==> src/rtl/debug_insn_sequencer_pkg.sv <==
// Shared types for the debug instruction sequencer: trimmed RV32I opcodes,
// CSR function codes, debug CSR addresses and the sequencer state encoding.
package debug_insn_sequencer_pkg;

  // Major opcodes with the always-11 low bits stripped off
  typedef enum logic [4:0] {
    LUI_T       = 5'b01101,
    ARITH_IMM_T = 5'b00100,
    SYSTEM_T    = 5'b11100
  } opcodes_trimmed_t;

  // funct3 values of the SYSTEM-opcode CSR instructions
  typedef enum logic [2:0] {
    CSRRW_FN3 = 3'b001,
    CSRRS_FN3 = 3'b010
  } fn3_csr_t;

  // Debug-mode CSR addresses used by the sequencer
  typedef enum logic [11:0] {
    DSCRATCH = 12'h7B2
  } csr_reg_addr_t;

  // Instruction formats the encoder knows how to pack
  typedef enum logic {
    FMT_I = 1'b0,
    FMT_U = 1'b1
  } insn_fmt_t;

  localparam logic [2:0] ADDI_FN3 = 3'b000;
  localparam logic [4:0] X0       = 5'd0;

  // Sequencer states
  localparam int         SEQ_STATE_W = 3;
  localparam logic [2:0] IDLE        = 3'd0;
  localparam logic [2:0] EMIT_LUI    = 3'd1;
  localparam logic [2:0] EMIT_ADDI   = 3'd2;
  localparam logic [2:0] EMIT_CSR    = 3'd3;
  localparam logic [2:0] EMIT_XFER   = 3'd4;
  localparam logic [2:0] DONE        = 3'd5;

  // Rebuild the full 7-bit opcode from its trimmed form
  function automatic logic [6:0] full_opcode(input opcodes_trimmed_t op);
    return {op, 2'b11};
  endfunction

  // Upper LUI immediate, pre-compensated for ADDI sign-extending bit 11
  function automatic logic [19:0] const_hi(input logic [31:0] data);
    return data[31:12] + {19'd0, data[11]};
  endfunction

  // Lower ADDI immediate; the hart sign-extends it
  function automatic logic [11:0] const_lo(input logic [31:0] data);
    return data[11:0];
  endfunction

endpackage

==> src/rtl/rv32_insn_encoder.sv <==
// Purely combinational RV32I field packer for the I-type and U-type formats
// emitted by the debug instruction sequencer.
module rv32_insn_encoder
  import debug_insn_sequencer_pkg::*;
(
  input  insn_fmt_t   fmt,
  input  logic [6:0]  opcode,
  input  logic [4:0]  rd,
  input  logic [2:0]  fn3,
  input  logic [4:0]  rs1,
  input  logic [19:0] imm,
  output logic [31:0] insn
);

  // U-type takes the full 20-bit immediate; I-type uses only imm[11:0]
  always_comb begin
    insn = '0;
    if (fmt == FMT_U) begin
      insn = {imm, rd, opcode};
    end else begin
      insn = {imm[11:0], rs1, fn3, rd, opcode};
    end
  end

endmodule

==> src/rtl/debug_insn_sequencer.sv <==
// Turns debugger abstract register commands into short RV32I instruction
// sequences injected into the hart's fetch path, one instruction per
// handshake, then pulses done (with err for rejected commands).
module debug_insn_sequencer
  import debug_insn_sequencer_pkg::*;
#(
  parameter logic [4:0]  SCRATCH_GPR = 5'd8,
  parameter logic [11:0] XFER_CSR    = DSCRATCH
) (
  input  logic        clk,
  input  logic        rst,
  input  logic        cmd_valid,
  output logic        cmd_ready,
  input  logic        cmd_write,
  input  logic        cmd_is_csr,
  input  logic [11:0] cmd_regno,
  input  logic [31:0] cmd_data,
  output logic        insn_valid,
  input  logic        insn_ready,
  output logic [31:0] insn,
  output logic        done,
  output logic        err
);

  logic [SEQ_STATE_W-1:0] state;
  logic [SEQ_STATE_W-1:0] next_state;

  logic        lat_write;
  logic        lat_is_csr;
  logic [11:0] lat_regno;
  logic [31:0] lat_data;
  logic        err_q;

  logic        accept;
  logic        advance;
  logic        bad_gpr;

  logic        sel_write;
  logic        sel_is_csr;
  logic [11:0] sel_regno;
  logic [31:0] sel_data;
  logic [4:0]  target_rd;

  logic        next_emits;
  insn_fmt_t   enc_fmt;
  logic [6:0]  enc_opcode;
  logic [4:0]  enc_rd;
  logic [4:0]  enc_rs1;
  logic [2:0]  enc_fn3;
  logic [19:0] enc_imm;
  logic [31:0] enc_insn;

  assign cmd_ready  = (state == IDLE) && !rst;
  assign accept     = cmd_valid && cmd_ready;
  assign insn_valid = (state == EMIT_LUI) || (state == EMIT_ADDI) ||
                      (state == EMIT_CSR) || (state == EMIT_XFER);
  assign advance    = insn_valid && insn_ready;
  assign done       = (state == DONE);
  assign err        = done && err_q;

  // In IDLE the command is still on the inputs; afterwards the latched copy
  // is used, so the next instruction can be encoded on the accept edge.
  assign sel_write  = (state == IDLE) ? cmd_write  : lat_write;
  assign sel_is_csr = (state == IDLE) ? cmd_is_csr : lat_is_csr;
  assign sel_regno  = (state == IDLE) ? cmd_regno  : lat_regno;
  assign sel_data   = (state == IDLE) ? cmd_data   : lat_data;

  // CSR transfers stage the value through the scratch GPR
  assign target_rd  = sel_is_csr ? SCRATCH_GPR : sel_regno[4:0];

  // GPR indices above x31 are rejected outright
  assign bad_gpr    = !cmd_is_csr && (cmd_regno[11:5] != 7'd0);

  // Sequence selection on accept, then one step per accepted instruction
  always_comb begin
    next_state = state;
    case (state)
      IDLE: begin
        if (accept) begin
          if (bad_gpr) begin
            next_state = DONE;
          end else if (cmd_is_csr) begin
            next_state = cmd_write ? EMIT_LUI : EMIT_CSR;
          end else if (cmd_write) begin
            next_state = (cmd_regno[4:0] == X0) ? DONE : EMIT_LUI;
          end else begin
            next_state = EMIT_XFER;
          end
        end
      end
      EMIT_LUI: begin
        if (advance) next_state = EMIT_ADDI;
      end
      EMIT_ADDI: begin
        if (advance) next_state = sel_is_csr ? EMIT_CSR : DONE;
      end
      EMIT_CSR: begin
        if (advance) next_state = sel_write ? DONE : EMIT_XFER;
      end
      EMIT_XFER: begin
        if (advance) next_state = DONE;
      end
      DONE: begin
        next_state = IDLE;
      end
      default: begin
        next_state = IDLE;
      end
    endcase
  end

  assign next_emits = (next_state == EMIT_LUI) || (next_state == EMIT_ADDI) ||
                      (next_state == EMIT_CSR) || (next_state == EMIT_XFER);

  // Instruction fields for whichever EMIT state is about to be entered
  always_comb begin
    enc_fmt    = FMT_I;
    enc_opcode = full_opcode(SYSTEM_T);
    enc_rd     = X0;
    enc_rs1    = X0;
    enc_fn3    = CSRRW_FN3;
    enc_imm    = '0;
    case (next_state)
      EMIT_LUI: begin
        enc_fmt    = FMT_U;
        enc_opcode = full_opcode(LUI_T);
        enc_rd     = target_rd;
        enc_imm    = const_hi(sel_data);
      end
      EMIT_ADDI: begin
        enc_opcode = full_opcode(ARITH_IMM_T);
        enc_fn3    = ADDI_FN3;
        enc_rd     = target_rd;
        enc_rs1    = target_rd;
        enc_imm    = {8'd0, const_lo(sel_data)};
      end
      EMIT_CSR: begin
        enc_imm = {8'd0, sel_regno};
        if (sel_write) begin
          enc_fn3 = CSRRW_FN3;
          enc_rs1 = SCRATCH_GPR;
        end else begin
          enc_fn3 = CSRRS_FN3;
          enc_rd  = SCRATCH_GPR;
        end
      end
      EMIT_XFER: begin
        enc_fn3 = CSRRW_FN3;
        enc_rs1 = target_rd;
        enc_imm = {8'd0, XFER_CSR};
      end
      default: begin
        enc_fmt = FMT_I;
      end
    endcase
  end

  rv32_insn_encoder u_encoder (
    .fmt    (enc_fmt),
    .opcode (enc_opcode),
    .rd     (enc_rd),
    .fn3    (enc_fn3),
    .rs1    (enc_rs1),
    .imm    (enc_imm),
    .insn   (enc_insn)
  );

  // State, registered instruction and error flag; reset abandons any sequence
  always_ff @(posedge clk) begin
    if (rst) begin
      state <= IDLE;
      insn  <= '0;
      err_q <= 1'b0;
    end else begin
      state <= next_state;
      insn  <= next_emits ? enc_insn : 32'd0;
      if (accept) err_q <= bad_gpr;
    end
  end

  // Command capture; data-path only, so no reset is needed
  always_ff @(posedge clk) begin
    if (accept) begin
      lat_write  <= cmd_write;
      lat_is_csr <= cmd_is_csr;
      lat_regno  <= cmd_regno;
      lat_data   <= cmd_data;
    end
  end

endmodule

==> config.mk <==
export PLATFORM = sky130hd
export DESIGN_NAME = debug_insn_sequencer
export DESIGN_NICKNAME = d
export VERILOG_FILES = /design/src/rtl/debug_insn_sequencer_pkg.sv /design/src/rtl/rv32_insn_encoder.sv /design/src/rtl/debug_insn_sequencer.sv
export SDC_FILE = /design/constraint.sdc
export NUM_CORES = 1
export LEC_CHECK = 0
export BUFFER_PORTS_ARGS = -buffer_cell sky130_fd_sc_hd__buf_2
export CORE_MARGIN = 8
export CORE_UTILIZATION = 30
export CTS_BUF_LIST = sky130_fd_sc_hd__clkbuf_8
export CTS_CLUSTER_SIZE = 14
export DETAILED_ROUTE_END_ITERATION = 16
export PLACE_DENSITY_LB_ADDON = 0.1
export SLEW_MARGIN = 10
export SYNTH_ARGS = -nofsm -noshare
export SYNTH_HDL_FRONTEND = slang
export SYNTH_HIERARCHICAL = 1
export SYNTH_SLANG_ARGS = --single-unit
export TNS_END_PERCENT = 20
==> constraint.sdc <==
create_clock -name clk -period 4.76 [get_ports clk]
set_clock_uncertainty 0.15 [all_clocks]
set_input_delay 0.714 -clock clk [delete_from_list [all_inputs] [get_ports clk]]
set_output_delay 0.714 -clock clk [all_outputs]
set_load 0.1 [all_outputs]
==> results of run 1 <==
[kinds of logic after synthesis]
group / count (synthesis) / synth area share [%]
and+or+nand+nor: 156 / 18.8
DFF: 82 / 47.5
muxes: 52 / 15.7
AOI/OAI and AO/OA: 50 / 8.14
buffers and inverters: 38 / 5.17
xor gates and xnor gates: 20 / 3.96
adders and majority gates: 2 / 0.565
other: 2 / 0.170
[cells in the mapped netlist, types with 2 or more instances]
master	count
sky130_fd_sc_hd__a211oi_2	2
sky130_fd_sc_hd__a31oi_1	2
sky130_fd_sc_hd__buf_4	15
sky130_fd_sc_hd__and2_1	34
sky130_fd_sc_hd__o22ai_1	4
sky130_fd_sc_hd__edfxtp_1	46
sky130_fd_sc_hd__buf_1	2
sky130_fd_sc_hd__mux4_2	6
sky130_fd_sc_hd__a211oi_1	2
sky130_fd_sc_hd__dfxtp_1	36
sky130_fd_sc_hd__nor3_1	6
sky130_fd_sc_hd__o21ai_0	6
sky130_fd_sc_hd__xor2_1	4
sky130_fd_sc_hd__o21ai_1	2
sky130_fd_sc_hd__clkbuf_1	6
sky130_fd_sc_hd__conb_1	2
sky130_fd_sc_hd__mux2i_1	25
sky130_fd_sc_hd__or3_1	2
sky130_fd_sc_hd__o211ai_1	2
sky130_fd_sc_hd__buf_6	3
sky130_fd_sc_hd__a221o_1	4
sky130_fd_sc_hd__inv_1	5
sky130_fd_sc_hd__xnor2_1	16
sky130_fd_sc_hd__a21oi_1	14
sky130_fd_sc_hd__o221ai_1	2
sky130_fd_sc_hd__ha_1	2
sky130_fd_sc_hd__a31o_2	2
sky130_fd_sc_hd__buf_2	6
sky130_fd_sc_hd__nand4_1	10
sky130_fd_sc_hd__nor2_1	26
sky130_fd_sc_hd__mux2_4	20
sky130_fd_sc_hd__and4_1	2
sky130_fd_sc_hd__and3_1	6
sky130_fd_sc_hd__nand3_1	17
sky130_fd_sc_hd__nor3b_1	3
sky130_fd_sc_hd__nand2_1	41
[layer usage]
metal,vias to the layer above,global-route usage [%],share of wire [%]
met5,-,0,0
met4,0,4.89,1.8
met3,11,5.03,6.9
met2,85,19.0,44
met1,1467,17.2,47
li1,1590,-,-
[flip-flops by register name, summed over array words and instances, names as in the netlist]
register    cells
insn           32
lat_data       32
err_q           1
lat_is_csr      1
lat_regno      12
lat_write       1
state           3
[where the power goes]
group,internal (mW),switching [mW]
combinational,0.281,0.590
clock,0.258,0.272
sequential,0.811,0.0225
total,1.35,0.885
[metrics by stage]
stage / instances / hold WS [ns] / power [mW] / setup slack (ns)
floorplan: 405 / 0.302 / 1.55 / 0.244
global placement: 650 / 0.318 / 1.73 / 0.785
detailed placement: 650 / 0.336 / 1.73 / 0.746
CTS: 666 / 0.340 / 2.28 / 1.07
global route: 666 / 0.339 / 2.35 / 0.866
finish: 666 / 0.352 / 2.24 / 1.07
[cell type report]
class / count / area [um^2]
sequential: 82 / 2100
clock inverter: 6 / 63.8
clock buffer: 10 / 138
timing repair buffer: 93 / 485
tap: 184 / 230
inverter: 6 / 22.5
fill: 1473 / 9330
multi-input combinational: 285 / 2110
[how the worst max path moves through the flow]
stage / start / end / slack (ns) / cells after the start
finish: cmd_regno[7] / insn[25] / 1.07 / 9
global route: state[1] / insn[27] / 0.87 / 10
CTS: state[1] / insn[25] / 1.07 / 9
detailed placement: cmd_regno[7] / insn[25] / 0.75 / 9
global placement: cmd_regno[7] / insn[25] / 0.78 / 9
floorplan: state[1] / err / 0.24 / 3
[worst reg2reg max path: stages, from the launching register on]
cell and delay [ns]:
sky130_fd_sc_hd__dfxtp_1 0.40, sky130_fd_sc_hd__or3_4 0.59, sky130_fd_sc_hd__nor3b_4 0.51, sky130_fd_sc_hd__buf_4 0.35
sky130_fd_sc_hd__nand4b_4 0.21, sky130_fd_sc_hd__nand4_1 0.18, sky130_fd_sc_hd__inv_2 0.29, sky130_fd_sc_hd__a221o_1 0.49
sky130_fd_sc_hd__mux2_4 0.28, sky130_fd_sc_hd__and2_1 0.13
==> summary.md, run 1 <==
The flow ran to the end, and the final reports show no timing, DRC or antenna violations. For this block, the initial DRC count from the detailed router was 164. Yosys mapped the design onto 55 distinct sky130hd cell types.

The tools report the final count of pins violating max slew as 0. Setup repair after global routing left no endpoint under its margin. Dominant synthesized flop cell: sky130_fd_sc_hd__edfxtp_1.

The tools report the post-cts sizing count as 0. TritonCTS created 9 clock buffers. The run gives 0 as the number of inserted diodes.

After synthesis the cells add up to 4430 um^2. The run gives 4950 um^2 as the placed instance area. Destination of the worst register-to-register timing path: insn[25].

The combined global-route utilization of all metal layers was 13.1%; the die area was 18900 um^2. The path with the worst hold slack has its endpoint at err_q. Cells with a size suffix above 1 make up 30.3% of the layout. For the worst flop-to-flop path, the logic depth is 9.

Clock slew at the register clock pins of the worst setup and hold paths: 0.10 ns. Clock tree synthesis selected as its root buffer the cell sky130_fd_sc_hd__clkbuf_8. The finished layout cell area was 5150 um^2. The number of nets in the final layout is 529, and the width of the chip is 137 um.

The startpoint identified for the worst hold timing path is err_q. The ratio of total power to cell area is 434 nW/um^2. Share of the clock period used by the worst path after layout: 77.5%. Most common cell after layout, fill and taps aside: sky130_fd_sc_hd__buf_2. At the worst endpoint, the required time is 4.89 ns. The first global-routing pass estimated 18400 um of wire. Global routing finished with a remaining overflow of 0. The synthesized design devotes to its leading area cell type 31.2% of total area. The run gives 0.39 ns as the insertion delay to the later sink of the worst-skew pair. Kind of cell adding the most delay to the critical path: simple AND/OR/NAND/NOR gates. The kind of launch point of the worst setup path is a primary input. In this run the worst path has a maximum fanout of 19. The initial cell density of the core was 30.6%; the number of enable-type register cells in the synthesized netlist was 46. For the cell leakage power, the log shows 2.14 nW. Detailed placement finished with a half-perimeter wire length of 9280 um.

Initial antenna violation count: 0. IR analysis of the VDD net gives a maximum drop of 0.000139 V. The run gives 2 as the maximum count of clock buffers along a single path.

Via count: 3153. For the remaining routing DRC violations, the log shows 0. Final number of setup-violating endpoints: 0.

The tools report the startpoint of the worst-slack reg-to-reg timing path as state[1]. After clock tree synthesis, the setup repair step added 0 buffers. The signed area change from the synthesized netlist to the final layout works out to 16.4%. The setup slack of the most critical reg-to-reg path was 1.08 ns; the routed wire length was 12100 um.

In this design, the stage delay of the slowest critical-path cell is 0.62 ns. The count of port buffers added during placement is 85, and the final standard cell utilization of the core is 35.6%. The count of state elements after synthesis was 82; the routed wirelength normalized by instance count was 18.1 um. Area of the core: 14500 um^2.

TritonCTS built the clock tree. The tool flagged a number of max-cap violations equal to 0. The sequential-to-total area share from yosys stat is 47.5%, and the hold buffer count at cts is 0. After synthesis, the cell types taking the most area are sky130_fd_sc_hd__edfxtp_1 (31%), sky130_fd_sc_hd__dfxtp_1 (16%), sky130_fd_sc_hd__mux2_4 (6.8%). In this run the count of I/O pins placed on the die edge is 86. The number of core rows was 44. The library cells used most frequently in the layout, excluding fill and tap cells, are sky130_fd_sc_hd__buf_2 (85), sky130_fd_sc_hd__edfxtp_1 (46), sky130_fd_sc_hd__nand2_1 (41).

After synthesis, the share of flip-flops with an asynchronous set or reset is 0%. Along the worst hold path, the cell count comes to 2. The run gives 82 as the total clock sinks. The final antenna-violating net count was 0. Cell with the largest stage delay on the worst path: sky130_fd_sc_hd__nor4_1. Traced cell by cell, the critical path runs through buf_2 > nor4_1 > nand3_1 > a211oi_2 > buf_4 > mux4_2 > a221o_1 > mux2_4 > and2_1. For the maximum clock frequency, the log shows 271 MHz. Entering global routing, the biggest net connects 33 pins. The average instance in the mapped netlist occupies 11.0 um^2. The H-tree was split into 3 levels. For the finished layout, the period the worst path requires is 3.69 ns. The worst setup path is captured at a flip-flop.

The first detailed-routing pass ran for 4 iterations. The library cell occupying the most area in the post-synthesis netlist was sky130_fd_sc_hd__edfxtp_1. Die outline height: 137 um. The critical path class is in -> reg. The post-synthesis instance total is 402, and the critical path buffer and inverter count is 2.

The Yosys step of the flow raised 6 warnings. Adding up every negative setup slack in the final design gives 0 ns. The final RePlAce weighted congestion is 0.787, and the measured slew at the worst slew-check pin is 0.710 ns. In this run the tightest slew margin relative to its limit is 52.6%.

For the worst setup path, the data arrival time is 3.82 ns. The post-detailed-route via-to-cell ratio was 4.73; the via count of the first global-routing pass was 3227. The min-delay analysis places its worst path in the category reg -> reg.

Count of final hold-check violations: 0.
Note: power is estimated with default switching activity, not from simulation.
==> inputs of run 2 (changes only) <==
- clock period: 4.76 -> 3.2 ns (I/O delays scaled with it)
==> run 2 against run 1 <==
  * Cell area increased by 4.1%
  * First-iteration DRC count increased by 7.3%
  * Die area unchanged
  * Critical endpoint is now insn[29]
  * Power increased by 57%
  * Non-clock buffer count increased by 20
  * Highest routed layer unchanged
  * Combinational power increased by 57%
  * Hold slack got worse by 0.23 ns
  * Routed wire length increased by 3.1%
  * Critical path depth unchanged
  * Sequential cell count unchanged
  * Final cell count increased by 3.0%
==> summary.md, run 2 (same netlist as run 1, synthesis figures left out) <==
The die area is 18900 um^2 (unchanged). The number of top-level pins is 86 (unchanged), and the count of port buffers added during placement is 85 (unchanged). Based on the critical path, the design can be clocked at up to 329 MHz. The peak supply drop was 0.000279 V (+100%); the routed wirelength normalized by instance count was 18.1 um (+0.12%). The cell leakage power came out at 2.25 nW (+5.3%). The pre-CTS worst setup slack was 0.0707 ns (-0.675 ns). The total clock sinks is 82 (unchanged).

The tools report the via count of the first global-routing pass as 3320 (+2.9%). The worst setup path is captured at a flip-flop. The finished layout cell area came out at 5370 um^2 (+4.1%). The worst hold path belongs to the class in -> reg. The final number of setup-violating endpoints is 0 (unchanged), and the first-pass GRT wire length is 18900 um (+2.9%). The measured slew at the worst slew-check pin was 0.650 ns (-0.0607 ns); the arrival time of data at the critical path endpoint was 3.17 ns (-0.65 ns). The maximum net fanout on the critical path was 21 (+2); the final RePlAce weighted congestion was 0.821 (+4.2%).

The aggregate global routing overflow was 0 (unchanged). For the number of clock buffers inserted by TritonCTS, the log shows 9 (unchanged). The kind of launch point of the worst setup path was a flip-flop. Placed cell count: 670 (+3.1%).

The tools report the initial cell density of the core as 30.6% (unchanged). The clock slew at the register clock pins of the worst setup and hold paths was 0.10 ns (about the same). The top cell types in the final layout, fill and taps aside, are sky130_fd_sc_hd__buf_2 (85), sky130_fd_sc_hd__edfxtp_1 (46), sky130_fd_sc_hd__nand2_1 (41).

Setup repair after global routing left no endpoint under its margin. The tools report the hold buffer count at cts as 0 (unchanged). The post-detailed-route via-to-cell ratio was 4.82 (+1.9%).

The largest registers in the layout are insn x32, lat_data x32, lat_regno x12. Signed area change from the synthesized netlist to the final layout: 21.2%. The die outline height is 137 um (unchanged), and the combined global-route utilization of all metal layers is 13.4% (+0.31 points). Ratio of total power to cell area: 654 nW/um^2 (+51%). TritonCTS built the clock tree. Leaving out fill and tap cells, the most frequent cell in the layout is sky130_fd_sc_hd__buf_2. The number of core rows is 44 (unchanged), and the fraction of layout instances using a drive strength above 1 is 33.7% (+3.4 points). The worst max-slew margin expressed relative to the limit is 56.6% (+4.0 points).

For the via count, the log shows 3309 (+4.9%). The logs give 0 (unchanged) for the count of final hold-check violations and 3.33 ns (-1.56 ns) for the data required time of the critical path. For the count of routing violations after the opening detailed-route iteration, the log shows 176 (+7.3%). The tools report the placed instance area as 5130 um^2 (+3.6%). The routed wire length was 12400 um (+3.1%); the post-cts sizing count was 0 (unchanged). The tools report the final antenna-violating net count as 0 (unchanged).

The number of nets in the final layout is 549 (+3.8%), and the number of buffers inserted by post-CTS setup repair is 0 (unchanged). The area of the core is 14500 um^2 (unchanged). The run finished with clean final reports.

For the remaining routing DRC violations, the log shows 0 (unchanged). The clock tree root driver cell is sky130_fd_sc_hd__clkbuf_8. For the half-perimeter wire length of the detailed placement result, the log shows 9690 um (+4.5%).

The shortest period the worst path allows is 3.04 ns, and the width of the chip is 137 um (unchanged). Maximum count of clock buffers along a single path: 2 (unchanged). The final critical-path setup slack is 0.157 ns (-0.913 ns), and the share of the clock period used by the worst path after layout is 95.1%.

The run gives 0 (unchanged) as the reported max-cap violation count. The run gives 4 (unchanged) as the detailed-routing iteration count for the pre-antenna-repair pass. The tools report the initial antenna violation count as 0 (unchanged). The final count of pins violating max slew was 0 (unchanged); the number of levels the H-tree was split into was 3 (unchanged). The run gives 3.51 mW (+57%) as the total power. The run gives 33 (unchanged) as the maximum number of pins on one net before global-route repair. The tools report the number of inserted diodes as 0 (unchanged).

The insertion delay to the later sink of the worst-skew pair is 0.40 ns (about the same). The run gives 686 (+3.0%) as the post-layout instance count excluding filler cells. Critical path class: reg -> reg.
[run 2: worst paths after layout]
check	from	to	slack [ns]	cells after the start
max	state[2]	insn[29]	0.16	9
min	cmd_data[2]	lat_data[2]	0.13	1
max reg2reg	state[2]	insn[29]	0.16	9
min reg2reg	err_q	err_q	0.35	2
[run 2: per-layer routing]
layer	global-route usage (%)	share of wire, %
met1	17.5	47
met3	3.79	6.0
met5	0	0
met4	5.07	1.5
met2	20.5	45
[run 2: power breakdown]
group / total, mW / switching [mW] / internal (mW)
registers: 1.24 / 0.0303 / 1.21
clock network: 0.897 / 0.427 / 0.470
logic: 1.37 / 0.907 / 0.466
total: 3.51 / 1.36 / 2.14
[run 2: cell type report]
type                            count  area (um^2)
Tap cell                          184          230
Multi-Input combinational cell    285         2130
Inverter                            6         22.5
Timing Repair Buffer              113          648
Clock inverter                      6         96.3
Clock buffer                       10          138
Fill cell                        1498         9110
Sequential cell                    82         2100
[run 2: metrics by stage]
step                      setup TNS, ns  hold WS (ns)  utilization, %
after global placement                0         0.326            35.4
after CTS                             0         0.101            37.1
after global routing                  0         0.108            37.1
final                                 0         0.125            37.1
after floorplan                  -19.02         0.302               -
after detailed placement              0         0.334            35.4
[run 2: critical path: stages, from the launching register on]
cell and delay (ns):
sky130_fd_sc_hd__dfxtp_1 0.37, sky130_fd_sc_hd__or3_4 0.48, sky130_fd_sc_hd__nor3b_4 0.26, sky130_fd_sc_hd__buf_12 0.22, sky130_fd_sc_hd__a211oi_4 0.08, sky130_fd_sc_hd__buf_4 0.18
sky130_fd_sc_hd__mux4_2 0.34, sky130_fd_sc_hd__a221o_1 0.43, sky130_fd_sc_hd__mux2_4 0.28, sky130_fd_sc_hd__and2_1 0.13
==> inputs of run 3 (changes only) <==
- GPL_TIMING_DRIVEN: not set -> 0
- clock period: 3.2 -> 3.5 ns (I/O delays scaled with it)
==> run 3 against run 2 <==
  * Sequential cell count unchanged
  * Maximum frequency is 9.0% lower
  * First-iteration DRC count down 12%
  * Routed wire length shrank 1.5%
  * Worst setup slack got worse by 0.0025 ns
  * Hold slack gained 0.069 ns
  * Critical endpoint is now insn[22]
  * Combinational power down 3%
  * Die area stayed put
  * Largest cell class unchanged
==> summary.md, run 3 (same netlist as run 1, synthesis figures left out) <==
The worst setup path is captured at a flip-flop. The post-detailed-route via-to-cell ratio is 4.80 (-0.48%), and the combined global-route utilization of all metal layers is 13.1% (-0.30 points). The delay of the slowest critical-path stage was 0.40 ns (-0.08 ns). The number of clock buffers inserted by TritonCTS was 9 (unchanged); the peak supply drop was 0.000197 V (-29%).

The run finished with clean final reports. Setup repair after global routing left no endpoint under its margin. The run gives 14500 um^2 (unchanged) as the area of the core. The arrival time of data at the critical path endpoint was 3.45 ns (+0.28 ns); the number of inserted diodes was 0 (unchanged). The die outline height is 137 um (unchanged). Data required time of the critical path: 3.60 ns (+0.27 ns). The run gives 0 (unchanged) as the remaining routing DRC violations. For the finished layout cell area, the log shows 5540 um^2 (+3.3%). For this design, the slowest cell found on the critical path is sky130_fd_sc_hd__a221o_1. The footprint of the flip-flops and latches is 2100 um^2 (+0.12%), and the portion of total power attributed to the clock network is 25.0% (-0.6 points).

The clock slew at the register clock pins of the worst setup and hold paths was 0.09 ns (about the same). The run gives 3.28 mW (-6.6%) as the total power. The tools report the half-perimeter wire length of the detailed placement result as 9690 um (about the same). Routed wirelength normalized by instance count: 17.6 um (-2.9%). The via count is 3341 (+0.97%). For the maximum clock frequency, the log shows 299 MHz (-9.0%). The critical path is of the reg -> reg type. For the insertion delay to the later sink of the worst-skew pair, the log shows 0.37 ns (-0.03 ns). The via count of the first global-routing pass was 3296 (-0.72%). The critical path starts at state[1]. The ratio of total power to cell area is 591 nW/um^2 (-9.6%).

The final count of pins violating max slew was 0 (unchanged); the final antenna-violating net count was 0 (unchanged). The fraction of layout instances using a drive strength above 1 is 35.7% (+2.1 points). The library cells used most frequently in the layout, excluding fill and tap cells, are sky130_fd_sc_hd__buf_2 (85), sky130_fd_sc_hd__edfxtp_1 (46), sky130_fd_sc_hd__nand2_1 (39). Total clock sinks: 82 (unchanged). In the final layout, the registers with the most flip-flops are insn x32, lat_data x32, lat_regno x12.

STA classifies the critical path startpoint as a flip-flop. The tools report the initial cell density of the core as 30.6% (unchanged). The net switching power came out at 1.22 mW (-10%). The measured slew at the worst slew-check pin was 0.635 ns (-0.0148 ns). The critical path goes through buf_6 > or3_4 > buf_6 > buf_12 > buf_8 > nand2_1 > nand2_2 > ha_4 > ha_4 > nand4_1 > nand2_2 > nand2_1 > xor2_1 > a221o_1 > mux2_4 > and2_1.

The run gives 5170 um^2 (+0.83%) as the placed instance area. Most common cell after layout, fill and taps aside: sky130_fd_sc_hd__buf_2. For the initial antenna violation count, the log shows 0 (unchanged).

The die area was 18900 um^2 (unchanged). For the total internal power, the log shows 2.05 mW (-4.2%). The routed wire length is 12200 um (-1.5%), and the final RePlAce weighted congestion is 0.791 (-3.6%). Clock tree root driver cell: sky130_fd_sc_hd__clkbuf_8.

The number of top-level pins was 86 (unchanged); the share of the clock period used by the worst path after layout was 95.6% (+0.49 points). The first-pass GRT wire length is 18400 um (-2.5%). The run gives 3 (unchanged) as the number of levels the H-tree was split into. The setup total negative slack came out at 0 ns (unchanged). The signed area change from the synthesized netlist to the final layout is 25.2%.

The run gives 0 (unchanged) as the final number of setup-violating endpoints. Startpoint of the worst-slack reg-to-reg timing path: state[1]. The area occupied by multi-input gates was 2170 um^2 (+2.0%); the maximum net fanout on the critical path was 10 (-52%). The cell leakage power was 2.33 nW (+3.4%). The startpoint of the most critical hold path was cmd_data[2]. Switching share of total power: 37.3% (-1.6 points). The logs give 559 (+1.8%) for the number of nets in the final layout and 4 (unchanged) for the detailed-routing iteration count for the pre-antenna-repair pass. The count of routing violations after the opening detailed-route iteration was 155 (-12%). The worst max-slew margin expressed relative to the limit was 57.6% (+1.0 points); the final standard cell utilization of the core was 38.3% (+1.2 points). Count of final hold-check violations: 0 (unchanged). The tools report the maximum number of pins on one net before global-route repair as 20 (-39%). For the reported max-cap violation count, the log shows 0 (unchanged). The width of the chip was 137 um (unchanged).

TritonCTS built the clock tree. The number of core rows was 44 (unchanged). The tightest min-delay check is of the in -> reg type.

The maximum count of clock buffers along a single path is 2 (unchanged), and the shortest period the worst path allows is 3.35 ns (+0.303 ns). The count of port buffers added during placement is 84 (-1.2%), and the fraction of power consumed by combinational cells is 40.5% (+1.3 points). The run gives 34.5% (-0.8 points) as the sequential share of power. The aggregate global routing overflow is 0 (unchanged). The tools report the filler cell count as 1448 (-3.3%).
## run 3: final timing paths
path / depth (start not counted) / end / slack (ns)
max: 16 / insn[22] / 0.15
min: 1 / lat_data[2] / 0.19
max reg2reg: 16 / insn[22] / 0.15
min reg2reg: 2 / err_q / 0.34
## run 3: worst max-delay path: cells and delay by family, from the launching register on
kind	cells	cell delay [ns]
AO/OA/AOI/OAI	1	0.40
XOR/XNOR	1	0.08
adder cells (fa/ha/maj)	2	0.38
buffers and inverters	4	0.62
flip-flops	1	0.31
multiplexers	1	0.27
AND/OR/NAND/NOR	7	1.00
## run 3: final cells by class
type                            instances  area share (%)
Clock buffer                            9            2.23
Clock inverter                          7            1.96
Buffer                                 30            4.67
Multi-Input combinational cell        285            39.2
Inverter                                6           0.406
Sequential cell                        82            38.0
Tap cell                              184            4.15
Timing Repair Buffer                   93            9.43
## run 3: power by group through the flow
stage,sequential [mW],combinational (mW),clock [mW]
2_1_floorplan,1.45,0.671,0
4_1_cts,1.13,1.32,0.847
6_report,1.13,1.33,0.819
3_5_place_dp,1.15,1.29,0
3_3_place_gp,1.15,1.27,0
5_1_grt,1.14,1.42,0.881
## run 3: through the flow
step                hold slack [ns]  std cells  setup WS, ns
floorplan                     0.302        405        -0.506
global placement              0.325        673         -1.68
detailed placement            0.333        676         -1.42
CTS                           0.176        691        0.0295
global route                  0.177        696        0.0218
finish                        0.194        696         0.154
## run 3: metal layers
metal,GRT usage [%],routed length [um],share of wire [%],up-vias
li1,-,-,-,1651
met5,0,0,0,-
met4,5.85,171,1.4,0
met3,3.17,825,6.7,9
met2,19.8,5530,45,95
met1,17.3,5720,47,1586
## run 3: timing repair
action | CTS | global route
endpoints found under the hold margin | 0 | 0
gates cloned | 0 | 0
setup buffers | 1 | 5
hold buffers | 0 | 0
pin swaps | 1 | 4
endpoints found under the setup margin | 22 | 21
gates resized for setup | 20 | 6
